File: config.mk
export PLATFORM = sky130hd
export DESIGN_NAME = prc_reconfig_timer
export DESIGN_NICKNAME = d
export VERILOG_FILES = /design/src/rtl/prc_reconfig_timer.sv
export SDC_FILE = /design/constraint.sdc
export NUM_CORES = 1
export LEC_CHECK = 0
export ABC_AREA = 1
export BUFFER_PORTS_ARGS = -buffer_cell sky130_fd_sc_hd__buf_2
export CAP_MARGIN = 20
export CORE_AREA = 8 8 153 155
export CTS_CLUSTER_DIAMETER = 50
export DETAILED_ROUTE_END_ITERATION = 8
export DIE_AREA = 0 0 161 163
export PLACE_DENSITY_LB_ADDON = 0.3
export SETUP_SLACK_MARGIN = 0.02
export SYNTH_ARGS = -nofsm -noshare
export SYNTH_HDL_FRONTEND = slang
export SYNTH_SLANG_ARGS = --single-unit
File: constraint.sdc
create_clock -name clk -period 5 [get_ports clk]
set_clock_uncertainty 0.2 [all_clocks]
set_input_delay 1 -clock clk [delete_from_list [all_inputs] [get_ports clk]]
set_output_delay 1 -clock clk [all_outputs]
set_load 0.1 [all_outputs]
File: src/rtl/prc_reconfig_timer.sv
// Per-socket partial-reconfiguration decouple window timer.
// One channel instance per virtual socket; lane 0 = shift, lane 1 = count.

module prc_reconfig_timer_ch #(
  parameter int CNT_WIDTH   = 32,
  parameter int CAP_TIMEOUT = 16
) (
  input  logic                 clk,
  input  logic                 resetn,
  input  logic                 dec,
  input  logic                 cap,
  input  logic                 ack,
  input  logic                 clear_stats,
  output logic [CNT_WIDTH-1:0] lat_time,
  output logic                 valid,
  output logic [CNT_WIDTH-1:0] max_time,
  output logic                 ovf,
  output logic                 miss,
  output logic                 spur
);
  typedef enum logic [1:0] {IDLE, RUN, ARMED} state_t;

  localparam logic [7:0]           TMO_LAST = 8'(CAP_TIMEOUT - 1);
  localparam logic [CNT_WIDTH-1:0] ONE      = CNT_WIDTH'(1);

  state_t               state, state_d;
  logic [CNT_WIDTH-1:0] cnt, cnt_d;
  logic [7:0]           tmo, tmo_d;
  logic                 latch, set_ovf, set_miss, set_spur;

  always_comb begin
    state_d  = state;
    cnt_d    = cnt;
    tmo_d    = tmo;
    latch    = 1'b0;
    set_ovf  = 1'b0;
    set_miss = 1'b0;
    set_spur = 1'b0;
    case (state)
      IDLE: begin
        if (cap) set_spur = 1'b1;
        if (dec) begin
          state_d = RUN;
          cnt_d   = ONE;
        end
      end
      RUN: begin
        if (cap) begin
          latch   = 1'b1;
          state_d = IDLE;
        end else if (dec) begin
          // Saturate: ovf flags an increment attempted past all-ones.
          if (&cnt) set_ovf = 1'b1;
          else      cnt_d   = cnt + ONE;
        end else begin
          state_d = ARMED;
          tmo_d   = 8'd0;
        end
      end
      ARMED: begin
        if (cap) begin
          latch   = 1'b1;
          state_d = IDLE;
        end else if (dec) begin
          set_miss = 1'b1;
          state_d  = RUN;
          cnt_d    = ONE;
        end else if (tmo == TMO_LAST) begin
          set_miss = 1'b1;
          state_d  = IDLE;
        end else begin
          tmo_d = tmo + 8'd1;
        end
      end
      default: state_d = IDLE;
    endcase
  end

  always_ff @(posedge clk or negedge resetn) begin
    if (!resetn) begin
      state    <= IDLE;
      cnt      <= '0;
      tmo      <= '0;
      lat_time <= '0;
      valid    <= 1'b0;
      max_time <= '0;
      ovf      <= 1'b0;
      miss     <= 1'b0;
      spur     <= 1'b0;
    end else begin
      state <= state_d;
      cnt   <= cnt_d;
      tmo   <= tmo_d;
      if (latch)    lat_time <= cnt;
      if (latch)    valid    <= 1'b1;
      else if (ack) valid    <= 1'b0;
      // A latch coinciding with clear_stats seeds the fresh maximum.
      if (clear_stats)                  max_time <= latch ? cnt : '0;
      else if (latch && cnt > max_time) max_time <= cnt;
      ovf  <= set_ovf  | (ovf  & ~clear_stats);
      miss <= set_miss | (miss & ~clear_stats);
      spur <= set_spur | (spur & ~clear_stats);
    end
  end
endmodule

module prc_reconfig_timer #(
  parameter int CNT_WIDTH   = 32,
  parameter int CAP_TIMEOUT = 16
) (
  input  logic                 clk,
  input  logic                 resetn,
  input  logic                 vs_shift_decouple,
  input  logic                 vs_count_decouple,
  input  logic                 vs_shift_capture,
  input  logic                 vs_count_capture,
  input  logic                 shift_ack,
  input  logic                 count_ack,
  input  logic                 clear_stats,
  output logic [CNT_WIDTH-1:0] shift_time,
  output logic [CNT_WIDTH-1:0] count_time,
  output logic                 shift_valid,
  output logic                 count_valid,
  output logic [CNT_WIDTH-1:0] shift_max,
  output logic [CNT_WIDTH-1:0] count_max,
  output logic                 shift_ovf,
  output logic                 count_ovf,
  output logic                 shift_miss,
  output logic                 count_miss,
  output logic                 shift_spur,
  output logic                 count_spur
);
  localparam int NUM_LANES = 2;

  logic [NUM_LANES-1:0]                dec, cap, ack;
  logic [NUM_LANES-1:0][CNT_WIDTH-1:0] lat_time, max_time;
  logic [NUM_LANES-1:0]                valid, ovf, miss, spur;

  assign dec = {vs_count_decouple, vs_shift_decouple};
  assign cap = {vs_count_capture,  vs_shift_capture};
  assign ack = {count_ack,         shift_ack};

  for (genvar g = 0; g < NUM_LANES; g++) begin : g_ch
    prc_reconfig_timer_ch #(
      .CNT_WIDTH  (CNT_WIDTH),
      .CAP_TIMEOUT(CAP_TIMEOUT)
    ) u_ch (
      .clk        (clk),
      .resetn     (resetn),
      .dec        (dec[g]),
      .cap        (cap[g]),
      .ack        (ack[g]),
      .clear_stats(clear_stats),
      .lat_time   (lat_time[g]),
      .valid      (valid[g]),
      .max_time   (max_time[g]),
      .ovf        (ovf[g]),
      .miss       (miss[g]),
      .spur       (spur[g])
    );
  end

  assign shift_time  = lat_time[0];
  assign count_time  = lat_time[1];
  assign shift_max   = max_time[0];
  assign count_max   = max_time[1];
  assign shift_valid = valid[0];
  assign count_valid = valid[1];
  assign shift_ovf   = ovf[0];
  assign count_ovf   = ovf[1];
  assign shift_miss  = miss[0];
  assign count_miss  = miss[1];
  assign shift_spur  = spur[0];
  assign count_spur  = spur[1];
endmodule

==> impl_metrics.toml <==
[final_layout]
antennaDiodeCount = 0
drive_above_1_share_pct = 19.7
final.fill_count = 1687
finalNetCount = 1868
utilization_pct = 71.9
area_delta_synth_final_pct = 14.2

[global_route]
first_global_vias = 11700
globalRouteOverflowTotal = 0
antenna_found_initial = 0
grt_use_total_pct = 27.0
grt_pass1_wl_um = 58600
grt_max_degree = 94

[die]
die_h_um = 163
rows = 53
core_area_um2 = 20800
start_util_pct = 62.9
fp.dieArea_um2 = 26200
die_w_um = 161
design.portCount = 145

[clocking]
cts.path.max_buffers = 3
clock_latency_ns = 0.55
cts_root_buffer = "clkbuf_16"
clock_sinks = 220
cts.repair.resized = 0
htreeDepth = 1
cts_tree = "yes"
cts_setup_buffers = 0
cts_inserted_buffers = 29
postCtsHoldBufs = 0
clk_pin_slew_ns = 0.06

[setup_path]
startpoint = "g_ch[1].u_ch.cnt[31]"
path_class = "reg -> reg"
worstPathArrival_ns = 3.22
rr_startpoint = "g_ch[1].u_ch.cnt[31]"
r2r_cells = 11
cp_max_fo = 17
reg2reg_to = "g_ch[1].u_ch.max_time[6]"
cp.required_ns = 5.23
startpoint_type = "flip-flop"
reg2reg_slack_ns = 2.01
worstSetupEndpointType = "flip-flop"

[synthesis]
yosysSeqAreaShare_pct = 42.0
yosys_warnings = 0
synth_area_leader_cell = "dfrtp_1"
synthTopCellsByArea = "dfrtp_1, nand2_1, ha_1"
synth-seq-cells = 220
netlist_area_um2 = 13100
syn-num-nets = 1738
synth_cell_types = 38
syn-instance-count = 1653
synth.avg_cell_area_um2 = 7.93
yosys.area.top_type_share_pct = 42.0

[routing]
drt_iter0_drc = 704
routed_wl_um = 35500
postRouteAntennaNets = 0
post_drt_wl_per_cell_um = 17.1
viasPerCell = 5.56
vias = 11600
first_pass_iters = 5
drc = 0

[pwr]
seqPwrFrac_pct = 32.2
leakagePower_uw = 0.00752
power_switching_uw = 2570
ir_drop_uv = 290
combPwrFrac_pct = 32.5
switching_share_pct = 41.9
p_total_uw = 6140
p_clk_share_pct = 35.2
intPower_uw = 3570
powerDensity_nw_per_um2 = 410

[sta]
finalHoldViolations = 0
finalCritPeriodShare_pct = 59.8
tightest_slew_ns = 0.993
fin_setup_tns_ns = 0
slew_violations = 0
fin_crit_ns = 2.99
rsz0062_at_grt = "no"
maxSlewHeadroom_pct = 33.8
setup_viol = 0
max_freq_ghz = 0.334

[worst_hold_path]
hold_class = "in -> async"

[flow_run]
drv_cap = 0

[placed_design]
gp_congestion = 0.951
port_buffers = 144
detailed_place_hpwl_um = 25800

[outcome]
status = "finished clean"
## synth_stat cells (all sizes together)
cell	instances
nand3	123
o21ai	152
xor2	31
nor3	51
o211ai	1
buf	36
nor3b	1
o31ai	2
dfrtp	220
nand3b	1
xnor2	1
clkbuf	21
inv	199
and3b	1
a31oi	2
a32o	1
nor2	166
o21a	2
a21oi	35
ha	76
nand2	480
a21o	2
o211a	1
nand4	48
## cell type report
| type | count | area (um^2) | share of cell area, % |
|---|---|---|---|
| Clock inverter | 19 | 238 | 1.59 |
| Timing Repair Buffer | 156 | 841 | 5.62 |
| Clock buffer | 34 | 764 | 5.11 |
| Sequential cell | 220 | 5510 | 36.8 |
| Tap cell | 275 | 344 | 2.30 |
| Inverter | 199 | 747 | 4.99 |
| Multi-Input combinational cell | 1177 | 6530 | 43.6 |
## registers in the layout, summed over array words and instances (netlist names)
| signal | flops |
|---|---|
| g_ch.u_ch.cnt | 64 |
| g_ch.u_ch.lat_time | 64 |
| g_ch.u_ch.max_time | 64 |
| g_ch.u_ch.tmo | 16 |
| g_ch.u_ch.state | 4 |
| g_ch.u_ch.miss | 2 |
| g_ch.u_ch.ovf | 2 |
| g_ch.u_ch.spur | 2 |
| g_ch.u_ch.valid | 2 |
## logic make-up after synthesis
kind of cell               after synthesis  share of synthesized area, %
AOI/OAI and AO/OA                      198                          9.48
xor gates and xnor gates                32                          2.14
adders and majority gates               76                          7.26
buffers and inverters                  256                          8.18
DFF                                    220                          42.0
and+or+nand+nor                        871                          30.9
## worst max-delay path: stages (launching register included)
cell,delay [ns]
dfrtp_1,0.45
ha_1,0.34
nand2_1,0.08
nor2_1,0.17
nand2_1,0.09
nor2_1,0.26
nand2_1,0.09
nand2_1,0.08
nand3_1,0.49
buf_4,0.45
nand3_1,0.12
nand2_1,0.06
## metal layers
layer,vias up,GRT usage (%),part of all wire (%)
li1,5601,-,-
met1,5544,32.3,41
met2,337,48.2,51
met3,83,3.89,4.8
met4,0,10.9,3.5
met5,-,0,0
## placed cells by master, fill, tap and decap left out, types with 5 or more instances in the layout
master	n
nand2_1	463
dfrtp_1	220
inv_1	190
nor2_1	161
buf_2	143
nand3_1	109
o21ai_0	93
ha_1	76
o21ai_2	59
a21oi_1	35
nor3_1	34
xor2_1	31
nand4_2	29
clkbuf_16	29
nand4_1	19
nor3_2	16
nand2_2	14
nand3_2	12
buf_4	10
inv_2	9
inv_6	5
## power groups by stage
stage	Combinational, uW	Sequential (uW)	Clock (uW)
after floorplan	1230	2380	0
after global placement	1930	2000	0
after detailed placement	1980	2010	0
after CTS	1990	1980	2180
after global routing	2170	1990	2260
final	2000	1980	2160
## per-stage QoR
stage | hold slack (ns) | std cells | area [um^2] | worst slack (ns)
global route | 0.295 | 2080 | 15000 | 1.82
detailed placement | 0.268 | 2027 | 14000 | 1.96
floorplan | 0.292 | 1653 | 13100 | 2.40
global placement | 0.261 | 2026 | 14000 | 1.92
finish | 0.249 | 2080 | 15000 | 2.01
CTS | 0.275 | 2080 | 15000 | 2.04
## worst max-delay path by stage
stage / to / slack [ns] / depth (start not counted)
2_1_floorplan: g_ch[1].u_ch.max_time[13] / 2.40 / 12
3_3_place_gp: g_ch[0].u_ch.max_time[5] / 1.92 / 5
3_5_place_dp: g_ch[1].u_ch.cnt[0] / 1.96 / 8
4_1_cts: g_ch[1].u_ch.max_time[6] / 2.04 / 11
5_1_grt: g_ch[1].u_ch.max_time[7] / 1.82 / 11
6_report: g_ch[1].u_ch.max_time[6] / 2.01 / 11
Note: power is estimated with default switching activity, not from simulation.
